$ cat config.mk
export PLATFORM = sky130hd
export DESIGN_NAME = cpu7_excp_ctl
export DESIGN_NICKNAME = d
export VERILOG_FILES = /design/src/rtl/cpu7_excp_ctl_pkg.sv /design/src/rtl/cpu7_excp_ctl_prio.sv /design/src/rtl/cpu7_excp_ctl.sv
export SDC_FILE = /design/constraint.sdc
export NUM_CORES = 1
export LEC_CHECK = 0
export BUFFER_PORTS_ARGS = -buffer_cell sky130_fd_sc_hd__buf_4
export CORE_MARGIN = 3
export CORE_UTILIZATION = 40
export DETAILED_ROUTE_END_ITERATION = 6
export PLACE_DENSITY_LB_ADDON = 0.15
export SETUP_SLACK_MARGIN = 0.05
export SKIP_LAST_GASP = 1
export SYNTH_ARGS = -nofsm -noshare
export SYNTH_HDL_FRONTEND = slang
export SYNTH_SLANG_ARGS = --single-unit
$ cat constraint.sdc
create_clock -name clk -period 2.76 [get_ports clk]
set_clock_uncertainty 0.2 [all_clocks]
set_input_delay 0.414 -clock clk [delete_from_list [all_inputs] [get_ports clk]]
set_output_delay 0.414 -clock clk [all_outputs]
set_load 0.05 [all_outputs]
$ cat src/rtl/cpu7_excp_ctl_pkg.sv
// Shared exception codes, state encoding and default widths for the E-stage exception controller.
package cpu7_excp_ctl_pkg;

  localparam int unsigned EcodeWDefault = 6;

  localparam logic [5:0] EcodeIne = 6'h0D;
  localparam logic [5:0] EcodeBrk = 6'h0C;
  localparam logic [5:0] EcodeSys = 6'h0B;
  localparam logic [5:0] EcodeAle = 6'h09;

  typedef enum logic [1:0] {
    StIdle   = 2'd0,
    StCommit = 2'd1,
    StFlush  = 2'd2,
    StRedir  = 2'd3
  } excp_state_e;

endpackage

$ cat src/rtl/cpu7_excp_ctl_prio.sv
// Combinational priority encoder: E-stage requests -> hit, ecode, is_ertn.
module cpu7_excp_ctl_prio
  import cpu7_excp_ctl_pkg::*;
#(
  parameter int unsigned ECODE_W = EcodeWDefault
) (
  input  logic               valid,
  input  logic               ine,
  input  logic               brk,
  input  logic               sys,
  input  logic               ale,
  input  logic               ertn,
  output logic               hit,
  output logic [ECODE_W-1:0] ecode,
  output logic               is_ertn
);

  logic any_excp;

  assign any_excp = ine | brk | sys | ale;

  always_comb begin
    hit     = 1'b0;
    ecode   = '0;
    is_ertn = 1'b0;
    if (valid) begin
      hit = any_excp | ertn;
      if (ine) begin
        ecode = ECODE_W'(EcodeIne);
      end else if (brk) begin
        ecode = ECODE_W'(EcodeBrk);
      end else if (sys) begin
        ecode = ECODE_W'(EcodeSys);
      end else if (ale) begin
        ecode = ECODE_W'(EcodeAle);
      end else begin
        is_ertn = ertn;
      end
    end
  end

endmodule

$ cat src/rtl/cpu7_excp_ctl.sv
// E-stage exception/ERTN controller: commit pulse to CSR, pipeline flush, IFU redirect.
// Optional faulting-address capture enabled by defining EXCP_BADV_EN.
module cpu7_excp_ctl
  import cpu7_excp_ctl_pkg::*;
#(
  parameter int unsigned FLUSH_CYCLES = 2,
  parameter int unsigned ECODE_W      = EcodeWDefault,
  parameter int unsigned GRLEN        = 32
) (
  input  logic               clk,
  input  logic               reset,
  input  logic               ecl_valid_e,
  input  logic               ecl_excp_ine_e,
  input  logic               ecl_excp_brk_e,
  input  logic               ecl_excp_sys_e,
  input  logic               ecl_excp_ale_e,
  input  logic               ecl_ertn_e,
  input  logic [GRLEN-1:0]   ifu_exu_pc_e,
  input  logic [GRLEN-1:0]   exu_badv_e,
  input  logic [GRLEN-1:0]   csr_eentry,
  input  logic [GRLEN-1:0]   csr_era,
  output logic               excp_csr_commit,
  output logic               excp_csr_ertn,
  output logic [ECODE_W-1:0] excp_csr_ecode,
  output logic [GRLEN-1:0]   excp_csr_pc,
  output logic [GRLEN-1:0]   excp_csr_badv,
  output logic               excp_flush,
  output logic               excp_ifu_redirect_vld,
  output logic [GRLEN-1:0]   excp_ifu_redirect_pc,
  input  logic               ifu_excp_redirect_rdy,
  output logic               excp_busy
);

  localparam int unsigned CntW = (FLUSH_CYCLES > 1) ? $clog2(FLUSH_CYCLES) + 1 : 1;

  excp_state_e        state_q;
  logic [CntW-1:0]    cnt_q;
  logic [GRLEN-1:0]   target_q;
  logic               commit_q, ertn_q, flush_q, vld_q;
  logic [ECODE_W-1:0] ecode_q;
  logic [GRLEN-1:0]   pc_q, redir_pc_q;

  logic               hit, is_ertn, accept;
  logic [ECODE_W-1:0] ecode;

  cpu7_excp_ctl_prio #(
    .ECODE_W (ECODE_W)
  ) u_prio (
    .valid   (ecl_valid_e),
    .ine     (ecl_excp_ine_e),
    .brk     (ecl_excp_brk_e),
    .sys     (ecl_excp_sys_e),
    .ale     (ecl_excp_ale_e),
    .ertn    (ecl_ertn_e),
    .hit     (hit),
    .ecode   (ecode),
    .is_ertn (is_ertn)
  );

  // E-stage requests only matter while idle; anything arriving during busy is dropped.
  assign accept = (state_q == StIdle) & hit;

  always_ff @(posedge clk) begin
    if (reset) begin
      state_q    <= StIdle;
      cnt_q      <= '0;
      target_q   <= '0;
      commit_q   <= 1'b0;
      ertn_q     <= 1'b0;
      flush_q    <= 1'b0;
      vld_q      <= 1'b0;
      ecode_q    <= '0;
      pc_q       <= '0;
      redir_pc_q <= '0;
    end else begin
      unique case (state_q)
        StIdle: begin
          if (accept) begin
            target_q <= is_ertn ? csr_era : csr_eentry;
            commit_q <= ~is_ertn;
            ertn_q   <= is_ertn;
            flush_q  <= 1'b1;
            if (!is_ertn) begin
              ecode_q <= ecode;
              pc_q    <= ifu_exu_pc_e;
            end
            state_q <= StCommit;
          end
        end
        StCommit: begin
          commit_q <= 1'b0;
          ertn_q   <= 1'b0;
          if (FLUSH_CYCLES <= 1) begin
            flush_q    <= 1'b0;
            vld_q      <= 1'b1;
            redir_pc_q <= target_q;
            state_q    <= StRedir;
          end else begin
            cnt_q   <= CntW'(FLUSH_CYCLES - 1);
            state_q <= StFlush;
          end
        end
        StFlush: begin
          cnt_q <= cnt_q - 1'b1;
          if (cnt_q == CntW'(1)) begin
            flush_q    <= 1'b0;
            vld_q      <= 1'b1;
            redir_pc_q <= target_q;
            state_q    <= StRedir;
          end
        end
        StRedir: begin
          if (ifu_excp_redirect_rdy) begin
            vld_q      <= 1'b0;
            redir_pc_q <= '0;
            state_q    <= StIdle;
          end
        end
        default: state_q <= StIdle;
      endcase
    end
  end

`ifdef EXCP_BADV_EN
  logic [GRLEN-1:0] badv_q;

  // Only ALE carries a meaningful address; other exceptions leave the last value in place.
  always_ff @(posedge clk) begin
    if (reset) begin
      badv_q <= '0;
    end else if (accept && !is_ertn && ecode == ECODE_W'(EcodeAle)) begin
      badv_q <= exu_badv_e;
    end
  end

  assign excp_csr_badv = badv_q;
`else
  logic unused_badv;

  assign unused_badv   = ^exu_badv_e;
  assign excp_csr_badv = '0;
`endif

  assign excp_csr_commit       = commit_q;
  assign excp_csr_ertn         = ertn_q;
  assign excp_csr_ecode        = ecode_q;
  assign excp_csr_pc           = pc_q;
  assign excp_flush            = flush_q;
  assign excp_ifu_redirect_vld = vld_q;
  assign excp_ifu_redirect_pc  = redir_pc_q;
  assign excp_busy             = (state_q != StIdle);

endmodule

==> run summary, run 1 <==
The run finished with clean final reports. STA classifies the critical path endpoint as a primary output. In this run the post-CTS setup repair buffer count came out at 0.

The number of global-route vias before repair is 3,826. The number of cells traversed by the worst hold path came out at 2. Summed over all nets, the switching power comes to 2.25 mW. The critical path start-end classification is reg -> out. Hold repair after CTS inserted 0 buffers. The filler cell count came out at 1,038. For this configuration, the core starts out at a cell density of 42.1%.

The clock net in this run drives a total of 108 sinks. The number of antenna violations at the first check in global routing is 0. The worst hold path begins at ifu_excp_redirect_rdy.

The largest fanout on the critical path is 8. The fraction of layout cells with a size suffix above 1 is 30.0%. For this run, design rule violations remaining after detail routing come to 0. In this run, the combinational gates consume 39.9% of the power.

The count of antenna diodes in the layout is 0. The number of vias after detailed routing is 4,140. By count the netlist is led by 108 x dfxtp_1, 100 x nand2_1, 71 x a21oi_1. Setup repair after global routing left no endpoint under its margin. Across the run, the number of max-cap violations was 0.

The weighted congestion at the end of routability-driven global placement is 0.821. The cell chosen for the clock root is clkbuf_16. The most numerous cell type found on the critical path is inv_1. The count of input and output buffers came out at 177. Static timing analysis puts the maximum clock frequency at 0.464 GHz. The arrival time of data at the critical path endpoint is 1540 ps. The die covers 0.0131 mm2. The peak supply drop came out at 0.403 mV. The startpoint kind of the worst setup timing path is a register. The synthesized-area fraction occupied by and/or/nand/nor cells came out at 20.3%. The flop-to-flop setup slack came out at 630 ps. For the final routed database, the setup TNS stands at 0 ps. The number of slew-limit violations in the final report came out at 0. From synthesis to final layout, the design area changed by 33.8%.

The antenna violation net count after detailed routing is 0. The die width came out at 114 um. With fillers left out, the area of the finished cells amounts to 0.00629 mm2. Once placement finished, the instance area stood at 0.00598 mm2. Dividing the synthesized area by the synthesized cell count gives 8.68 um2. Summed over all instances, the cell type with the most area after synthesis is dfxtp_1. The placeable core region is 0.0112 mm2.

The proportion of total power due to net switching came out at 40.6%. The netlist uses 36 different library cells. The adder-cell share of the synthesized area came out at 1.60%. The TritonCTS clock tree is done. The register area came out at 0.00216 mm2. In this run, synthesis produced a sequential element count of 108. The clock transition at the register clock pins on the worst setup and hold paths after CTS came out at 70 ps. The endpoint identified for the worst register-to-register timing path is excp_ifu_redirect_pc[26]$_SDFFE_PP0P_. The average wire per cell in the routed design came out at 13.8 um. The worst reg-to-reg path cell count is 6.

The count of endpoints failing hold in the final timing report came out at 0. The pin count of the biggest net entering global routing is 65. The global-route wire length before repair is 18,300 um.

The internal portion of the total power is 3.30 mW. The share of the Yosys chip area taken by registers is 46.0%. The net count of the finished layout came out at 842. After synthesis, the share of cell area in mux cells is 6.60%. The startpoint identified for the worst register-to-register timing path is state_q[0]$_SDFFE_PP0P_. The number of warnings reported in the yosys synthesis log came out at 0. The xor and xnor area share after synthesis came out at 0%. The critical path goes through inv_1, ha_1, inv_1, buf_4. Excluding fillers, the count of instances in the completed layout stands at 844.

The fraction of post-synthesis cell area in the top cell type by area is 46.0%. The hold-critical path endpoint is excp_ifu_redirect_vld$_SDFFE_PP0P_. The overall track demand over capacity in global routing came out at 17.0%. The class of the worst hold path is in -> reg.

The largest single stage delay on the critical path is 400 ps. For this block, the routed nets add up to 11,700 um of wire. The leakage component of the power came out at 2.60 nW. For the worst setup path, the data required time is 2150 ps.

The number of resized instances in the post-cts repair step came out at 0. Using the TritonRoute via totals, the vias-per-cell ratio works out to 4.91. dfxtp_1 is the most common cell in the netlist.

The clock share of power came out at 23.9%. The y dimension of the die is 114 um. Power spread over the standard cell area amounts to 882 mW/mm2. The share of the cycle needed by the critical path after routing is 78.0%. The final critical delay including setup and external delays is 2150 ps. The maximum buffer depth of the clock tree is 2.

The first detailed-routing pass ran for 4 iterations. The number of I/O pins is 244. The most used flip-flop cell after synthesis is dfxtp_1. The dominant combinational cell family by area after synthesis is simple AND/OR/NAND/NOR gates.

The core occupancy in the finished layout came out at 56.3%. The footprint of the multi-input gates came out at 0.00218 mm2. The post-synthesis instance area is 0.00470 mm2. The synthesized design contains 0 enable-type register cells. After synthesis, the cell types taking the most area are dfxtp_1 46%, nand2_1 8.0%, a21oi_1 7.6%, mux2i_1 6.6%, nand4b_1 6.0%. The total CTS buffers is 9. The share of synthesized registers carrying an async set or reset came out at 0%. The portion of total power attributed to sequential cells came out at 36.2%. In this run the core area contains 38 standard-cell rows. The pin slew with the least headroom to its limit came out at 712 ps.

The final-layout worst hold slack came out at 81.4 ps. Summed over all layers, the global routing overflow is 0. The half-perimeter wire length after detailed placement came out at 8290 um. For the worst-skew pair, the clock arrives at the later sink with an insertion delay of 330 ps. The cell count after placement is 828. After the first detailed-routing iteration, the DRC count stood at 163. The count of H-tree levels built during CTS is 3. The relative slew slack came out at 52.3%. Setup violations remaining at the end of the flow were counted as 0.

The synthesized netlist devotes 14.8% of its cell area to compound gates. The largest individual stage delay along the critical path comes from the cell dfxtp_1. Counting every instance in the synthesized netlist gives 542.
==> sequential cells by signal (all words and copies together) (netlist names), 2 cells and up <==
signal and flops:
target_q 32, excp_csr_ecode 4, cnt_q 2, excp_ifu_redirect_pc 32, state_q 2, excp_csr_pc 32
==> power by group through the flow <==
stage / combinational, mW / clock, mW / sequential, mW
2_1_floorplan: 1.16 / 0 / 2.47
3_3_place_gp: 2.19 / 0 / 2.03
3_5_place_dp: 2.24 / 0 / 2.04
4_1_cts: 2.24 / 1.36 / 2.01
5_1_grt: 2.42 / 1.42 / 2.05
6_report: 2.22 / 1.33 / 2.01
==> layout by cell type (no fill, tap or decap), drive strengths merged, types with 2 or more instances in the layout <==
cell type	netlist	layout
nand2b	3	3
and3	3	3
inv	8	10
mux2i	31	31
o211ai	3	3
nand3	4	4
a211oi	31	31
nor3b	2	2
o21ai	3	3
nor4	3	3
nor2	43	43
clkinv	0	2
ha	6	6
a311oi	2	2
conb	1	34
a21oi	71	71
buf	44	190
nor3	2	2
clkbuf	33	10
nand4b	32	32
nand2	100	100
dfxtp	108	108
==> worst max path at each step <==
| stage | startpoint | endpoint | depth (start not counted) |
|---|---|---|---|
| after floorplan | state_q[0]$_SDFFE_PP0P_ | state_q[1]$_SDFFE_PP0P_ | 6 |
| after global placement | ecl_excp_ine_e | target_q[30]$_SDFFE_PP0P_ | 6 |
| after detailed placement | ecl_excp_ine_e | target_q[17]$_SDFFE_PP0P_ | 6 |
| after CTS | state_q[0]$_SDFFE_PP0P_ | excp_busy | 4 |
| after global routing | state_q[0]$_SDFFE_PP0P_ | target_q[17]$_SDFFE_PP0P_ | 7 |
| final | state_q[0]$_SDFFE_PP0P_ | excp_busy | 4 |
==> critical path, delay by kind of cell, from the launching register on <==
kind | cells | cell delay, ps
fa+ha+maj | 1 | 300
flops | 1 | 400
buf+inv | 3 | 510
==> through the flow <==
step | total power, mW | worst slack, ps
after floorplan | 3.64 | 840
after global placement | 4.22 | 650
after detailed placement | 4.28 | 624
after CTS | 5.61 | 603
after global routing | 5.89 | 434
final | 5.55 | 606
==> kinds of logic after synthesis <==
family / after synthesis
AOI/OAI and AO/OA: 116
adders and majority gates: 6
other: 1
DFF: 108
muxes: 31
buffers and inverters: 85
and+or+nand+nor: 195
==> area by class of cell <==
| type | instances | area share [%] |
|---|---|---|
| inverters | 8 | 0.477 |
| multi-input cells | 382 | 34.6 |
| clock buffers | 10 | 3.80 |
| repair buffers | 190 | 22.9 |
| clock inverters | 6 | 1.13 |
| well taps | 140 | 2.78 |
| flip-flops and latches | 108 | 34.4 |
==> layer usage <==
metal  routed length, um  up-vias  track usage [%]  share of wire, %
met5                   0        -                0                 0
met4                 192        0             5.38               1.6
met3                 908       12             4.07               7.8
met2                5580      142             28.0                48
met1                4990     1869             22.0                43
li1                    -     2117                -                 -
(Power assumes the default switching activity.)
==> inputs of run 2 (changes only) <==
==> constraint.sdc (replaced) <==
create_clock -name clk -period 2.1 [get_ports clk]
set_clock_uncertainty 0.2 [all_clocks]
set_input_delay 0.315 -clock clk [delete_from_list [all_inputs] [get_ports clk]]
set_output_delay 0.315 -clock clk [all_outputs]
set_load 0.05 [all_outputs]
==> run summary, run 2 (synthesized netlist as in run 1, its figures left out) <==
Result of the run: finished clean (unchanged). The clock share of power is 23.4% (was 23.9%). The required arrival time at the worst endpoint was 1580 ps (was 2150 ps).

The max-capacitance violation count is 0 (unchanged). The number of global-route vias before repair is 3,829 (was 3,826). The commonest non-fill, non-tap cell in the layout is buf_4 (unchanged). Unrepaired setup endpoints after global routing: false (unchanged). The TritonCTS clock tree is done (unchanged). The net count of the finished layout was 845 (was 842). The y dimension of the die came out at 114 um (unchanged). The number of antenna violations at the first check in global routing was 0 (unchanged). The power spent charging and discharging nets is 2.95 mW (was 2.25 mW).

The initial standard-cell utilization of the core came out at 42.1% (unchanged). The maximum buffer depth of the clock tree is 2 (unchanged). The half-perimeter wire length after detailed placement is 8500 um (was 8290 um). The nature of the critical path endpoint is a primary output (unchanged). The first element of the critical path is state_q[1]$_SDFFE_PP0P_ (was state_q[0]$_SDFFE_PP0P_).

The fraction of layout cells with a size suffix above 1 is 30.4% (was 30.0%). The worst-path cell with the longest stage delay is dfxtp_1 (unchanged). The proportion of total power due to net switching is 39.5% (was 40.6%). The setup violation total in the final timing report came out at 0 (unchanged).

The critical path start-end classification was reg -> out (unchanged). The filler cell count came out at 1,041 (was 1,038). The cell count after placement is 830 (was 828). The total negative setup slack is 0 ps (unchanged).

The antenna violation net count after detailed routing is 0 (unchanged). The count of antenna diodes in the layout came out at 0 (unchanged). The sink count of the clock tree is 108 (unchanged). The highest attainable clock frequency came out at 0.512 GHz.

List of cells traversed by the critical path: inv_1, ha_1, buf_4, inv_2, buf_6 (was inv_1, ha_1, inv_1, buf_4). Commonest cells after routing, fill and taps aside: 183 x buf_4, 107 x dfxtp_1, 100 x nand2_1 (was 189 x buf_4, 108 x dfxtp_1, 100 x nand2_1). The overall track demand over capacity in global routing came out at 17.1% (was 17.0%). The leakage component of the power is 2.65 nW (was 2.60 nW). The synthesis-to-layout area growth came out at 36.4% (was 33.8%). The launch point of the worst hold path was ecl_excp_brk_e (was ifu_excp_redirect_rdy). The weighted congestion at the end of routability-driven global placement is 0.773 (was 0.821). The global-route wire length before repair is 18,100 um (was 18,300 um).

The class of the worst hold path was in -> reg (unchanged). The number of slew-limit violations in the final report was 0 (unchanged). The total wire length after detailed routing is 11,900 um (was 11,700 um).

The residual DRC count is 0 (unchanged). The post-route non-filler standard cell count came out at 847 (was 844). The number of vias after detailed routing is 4,181 (was 4,140). The final critical path takes up 92.9% of the cycle. The via density per instance came out at 4.94 (was 4.91).

The placeable core region is 0.0112 mm2 (unchanged). The floorplan row count came to 38 (unchanged). The arrival time of data at the critical path endpoint is 1440 ps (was 1540 ps).

The count of H-tree levels built during CTS came out at 3 (unchanged). The detailed-routing iteration count for the pre-antenna-repair pass came out at 4 (unchanged). The total CTS buffers is 9 (unchanged). The clock transition at the register clock pins on the worst setup and hold paths after CTS came to 70 ps (about the same).

The startpoint of the worst register-to-register path is state_q[1]$_SDFFE_PP0P_ (was state_q[0]$_SDFFE_PP0P_). The combinational power share came out at 41.2% (was 39.9%). The die width is 114 um (unchanged). The count of input and output buffers was 177 (unchanged). The number of I/O pins is 244 (unchanged). The die outline area came out at 0.0131 mm2 (unchanged). The DRC marker count from the first detailed-route iteration was 192 (was 163). The cell chosen for the clock root was clkbuf_16 (unchanged). The clock network latency to the later pin of the worst-skew pair came out at 340 ps (was 330 ps). The count of endpoints failing hold in the final timing report is 0 (unchanged). The peak supply drop came out at 0.612 mV (was 0.403 mV).

The total setup buffers inserted after CTS was 0 (unchanged). The design internal power came out at 4.51 mW (was 3.30 mW). The final critical delay including setup and external delays is 1950 ps. The largest fanout on the critical path is 7 (was 8). The areal power density over the cells came out at 1160 mW/mm2 (was 882 mW/mm2). The remaining global-route overflow came to 0 (unchanged). The startpoint kind of the worst setup timing path was a register (unchanged). The average wire per cell in the routed design came to 14.0 um (was 13.8 um). The delay of the slowest critical-path stage is 360 ps (was 400 ps). The pin count of the biggest net entering global routing came out at 51 (was 65).

The portion of total power attributed to sequential cells came to 35.5% (was 36.2%).
==> run 2: cell count changes in the layout (fill, tap and decap cells not counted), sizes merged <==
cell / previous run / this run
buf: 190 / 192
clkinvlp: 1 / 0
inv: 10 / 8
dlygate4sd3: 0 / 1
clkbuf: 10 / 13
==> run 2: critical path, delay by kind of cell (launching register included) <==
kind,cells,cell delay [ps]
buffers and inverters,4,530
adder cells (fa/ha/maj),1,200
flip-flops,1,360
==> run 2: power groups by stage <==
stage / registers [mW] / logic, mW / clock network [mW]
2_1_floorplan: 3.25 / 1.53 / 0
3_3_place_gp: 2.67 / 3.02 / 0
3_5_place_dp: 2.69 / 3.07 / 0
4_1_cts: 2.65 / 3.10 / 1.80
5_1_grt: 2.70 / 3.32 / 1.87
6_report: 2.65 / 3.07 / 1.74
==> run 2: metrics by stage <==
stage | total power, mW | hold slack [ps] | cell area (um2) | utilization [%] | worst slack, ps
3_3_place_gp | 5.69 | 242 | 6080 | 54.5 | 178
5_1_grt | 7.90 | 19.1 | 6420 | 57.4 | 101
6_report | 7.46 | 19.0 | 6420 | 57.4 | 148
3_5_place_dp | 5.76 | 247 | 6080 | 54.5 | 183
2_1_floorplan | 4.78 | 230 | 4830 | - | 180
4_1_cts | 7.54 | 3.69 | 6410 | 57.4 | 102
==> run 2: layout make-up <==
type	count	area, um2	area share (%)
Multi-Input combinational cell	382	2180	34.0
Sequential cell	108	2160	33.7
Timing Repair Buffer	193	1560	24.2
Clock buffer	13	270	4.21
Tap cell	140	175	2.73
Clock inverter	3	43.8	0.683
Inverter	8	30.0	0.468
==> run 2: repair_timing <==
action	4_1_cts	5_1_grt
hold buffers	1	0
gates cloned	0	0
pin swaps	0	1
setup endpoints to repair	1	24
endpoints found under the hold margin	1	0
gates resized for setup	2	2
==> run 2: routing by layer <==
layer / GRT usage [%] / wire [um]
met1: 20.7 / 5030
met2: 29.2 / 5660
met3: 3.91 / 956
met4: 6.57 / 216
met5: 0 / 0
==> run 2: path summary, 6_finish.rpt <==
kind              depth (start not counted)  slack [ps]                                   end
hold reg to reg                           2         250  excp_ifu_redirect_pc[7]$_SDFFE_PP0P_
setup reg to reg                          8         270           excp_csr_pc[6]$_SDFFE_PP0P_
setup / recovery                          5         150                             excp_busy
hold / removal                            2          20        excp_csr_ecode[0]$_SDFFE_PP0P_
==> inputs of run 3 (changes only) <==
--- a/config.mk
+++ b/config.mk
@@ -6,10 +6,13 @@
 export NUM_CORES = 1
 export LEC_CHECK = 0
 export BUFFER_PORTS_ARGS = -buffer_cell sky130_fd_sc_hd__buf_4
+export CELL_PAD_IN_SITES_DETAIL_PLACEMENT = 1
+export CELL_PAD_IN_SITES_GLOBAL_PLACEMENT = 1
 export CORE_MARGIN = 3
-export CORE_UTILIZATION = 40
+export CORE_UTILIZATION = 32
 export DETAILED_ROUTE_END_ITERATION = 6
 export PLACE_DENSITY_LB_ADDON = 0.15
+export REMOVE_ABC_BUFFERS = 1
 export SETUP_SLACK_MARGIN = 0.05
 export SKIP_LAST_GASP = 1
 export SYNTH_ARGS = -nofsm -noshare
==> run summary, run 3 (synthesized netlist as in run 1, its figures left out) <==
The initial standard-cell utilization of the core is 33.2% (was 42.1%). The number of antenna violations at the first check in global routing came out at 0 (unchanged). The fraction of layout cells with a size suffix above 1 came to 31.0% (was 30.4%). The net count of the finished layout was 851 (was 845). The capture point of the worst reg-to-reg path is target_q[1]$_SDFFE_PP0P_ (was excp_csr_pc[6]$_SDFFE_PP0P_). The highest attainable clock frequency is 0.521 GHz (was 0.512 GHz). The core occupancy in the finished layout is 46.3% (was 57.4%). The leakage component of the power is 2.69 nW (was 2.65 nW).

The met2 track demand over resource is 28.2% (was 29.2%). The largest fanout on the critical path is 6 (was 7). The average wire per cell in the routed design came out at 15.7 um (was 14.0 um). The filler cell count was 1,659 (was 1,041). The required arrival time at the worst endpoint is 1580 ps (about the same). The number of I/O pins came out at 244 (unchanged). The final critical delay including setup and external delays is 1920 ps (was 1950 ps). The y dimension of the die is 127 um (was 114 um). The first element of the critical path is state_q[0]$_SDFFE_PP0P_ (was state_q[1]$_SDFFE_PP0P_).

The class of the worst hold path is in -> reg (unchanged). The via density per instance is 4.80 (was 4.94). The remaining global-route overflow is 0 (unchanged). The residual DRC count came to 0 (unchanged). The maximum buffer depth of the clock tree came out at 2 (unchanged).

The global routing's busiest layer is met2 (unchanged). The global-route wire length before repair came out at 22,100 um (was 18,100 um). The critical path start-end classification is reg -> out (unchanged).

The count of antenna diodes in the layout is 0 (unchanged). The met3 layer usage reported by global route came out at 3.80% (was 3.91%). The cell count after placement came to 872 (was 830). The flop-to-flop setup slack is 190 ps (was 270 ps). The detailed-routing iteration count for the pre-antenna-repair pass is 4 (unchanged). The last element of the critical path is excp_busy (unchanged). The arrival time of data at the critical path endpoint is 1410 ps (was 1440 ps). The total CTS buffers came out at 9 (unchanged). The overall track demand over capacity in global routing is 16.9% (was 17.1%). The post-layout total power is 7.72 mW (was 7.46 mW). Result of the run: finished clean (unchanged). The startpoint kind of the worst setup timing path is a register (unchanged). The total negative setup slack is 0 ps (unchanged). The worst path setup slack after routing is 179 ps (was 148 ps).

The floorplan row count came out at 43 (was 38). The setup violation total in the final timing report came out at 0 (unchanged). The share of the cycle needed by the critical path after routing is 91.5% (was 92.9%). The placement-stage cell area was 0.00614 mm2 (was 0.00608 mm2). The synthesis-to-layout area growth is 39.3% (was 36.4%). The routing usage on met1 came to 21.6% (was 20.7%). The number of slew-limit violations in the final report came out at 0 (unchanged). The weighted congestion at the end of routability-driven global placement was 0.766 (was 0.773).

List of cells traversed by the critical path: inv_1, ha_4, buf_4, inv_2, buf_6 (was inv_1, ha_1, buf_4, inv_2, buf_6). The cell area after layout came out at 0.00655 mm2 (was 0.00642 mm2). The post-route non-filler standard cell count was 893 (was 847). The placeable core region is 0.0141 mm2 (was 0.0112 mm2). The peak supply drop came out at 0.394 mV (was 0.612 mV).

The commonest non-fill, non-tap cell in the layout is buf_4 (unchanged). The DRC marker count from the first detailed-route iteration came out at 181 (was 192). The delay of the slowest critical-path stage is 370 ps (was 360 ps). The count of H-tree levels built during CTS came out at 3 (unchanged).

Commonest cells after routing, fill and taps aside: 186 x buf_4, 107 x dfxtp_1, 100 x nand2_1 (was 183 x buf_4, 107 x dfxtp_1, 100 x nand2_1). The nature of the critical path endpoint is a primary output (unchanged). Unrepaired setup endpoints after global routing: true (was false). The worst setup slack before clock tree synthesis is 41.1 ps (was 183 ps).

The max-capacitance violation count came out at 0 (unchanged). The count of endpoints failing hold in the final timing report came out at 0 (unchanged). The worst reg-to-reg path cell count came out at 7 (was 8). The antenna violation net count after detailed routing came out at 0 (unchanged). The die outline area was 0.0162 mm2 (was 0.0131 mm2). The total wire length after detailed routing is 14,000 um (was 11,900 um). The final-layout worst hold slack came out at 16.8 ps (was 19.0 ps).

The half-perimeter wire length after detailed placement is 10,100 um (was 8500 um). The count of input and output buffers is 177 (unchanged). The number of vias after detailed routing came out at 4,283 (was 4,181). The sink count of the clock tree is 108 (unchanged). The clock network latency to the later pin of the worst-skew pair was 340 ps (about the same). The clock transition at the register clock pins on the worst setup and hold paths after CTS came out at 70 ps (about the same). The startpoint of the worst register-to-register path is state_q[0]$_SDFFE_PP0P_ (was state_q[1]$_SDFFE_PP0P_). The TritonCTS clock tree is done (unchanged). The pin count of the biggest net entering global routing is 47 (was 51). The die width is 127 um (was 114 um). The areal power density over the cells is 1180 mW/mm2 (was 1160 mW/mm2).

The cell chosen for the clock root is clkbuf_16 (unchanged). The worst-path cell with the longest stage delay is dfxtp_2 (was dfxtp_1). The number of global-route vias before repair came out at 4,448 (was 3,829).
run 3: cell type report:
class | instances | area [um2] | area share [%]
multi-input cells | 382 | 2190 | 33.4
well taps | 180 | 225 | 3.44
repair buffers | 199 | 1620 | 24.8
clock inverters | 5 | 75.1 | 1.15
flip-flops and latches | 108 | 2160 | 33.0
clock buffers | 11 | 243 | 3.71
inverters | 8 | 30.0 | 0.458
run 3: worst min-delay path by stage:
stage,cells after the start,to,from,slack [ps]
after detailed placement,2,excp_ifu_redirect_pc[26]$_SDFFE_PP0P_,excp_ifu_redirect_pc[26]$_SDFFE_PP0P_,250
after global routing,3,excp_csr_pc[1]$_SDFFE_PP0P_,ifu_exu_pc_e[1],10
after floorplan,1,cnt_q[1]$_SDFFE_PP0P_,reset,180
after global placement,2,excp_ifu_redirect_pc[14]$_SDFFE_PP0P_,excp_ifu_redirect_pc[14]$_SDFFE_PP0P_,240
final,3,excp_csr_pc[13]$_SDFFE_PP0P_,ifu_exu_pc_e[13],20
after CTS,3,excp_csr_pc[13]$_SDFFE_PP0P_,ifu_exu_pc_e[13],0.4
run 3: per-layer routing:
layer | part of all wire [%] | vias up
li1 | - | 2136
met1 | 44 | 1980
met2 | 47 | 153
met3 | 6.7 | 14
met4 | 1.4 | 0
met5 | 0 | -
run 3: power breakdown:
group / switching, mW / internal [mW] / leakage, nW
clock network: 0.729 / 1.07 / 0.159
registers: 0.218 / 2.44 / 0.884
logic: 2.12 / 1.14 / 1.64
run 3: worst max-delay path: cells and delay by family (launching register included):
family | cells | cell delay [ps]
adders and majority gates | 1 | 200
buffers and inverters | 4 | 490
DFF | 1 | 370
run 3: what timing repair did:
action	4_1_cts	5_1_grt
hold endpoints to repair	3	0
gates resized for setup	3	6
buffers inserted	0	1
setup endpoints to repair	7	18
cloned	0	1
hold buffers	3	0
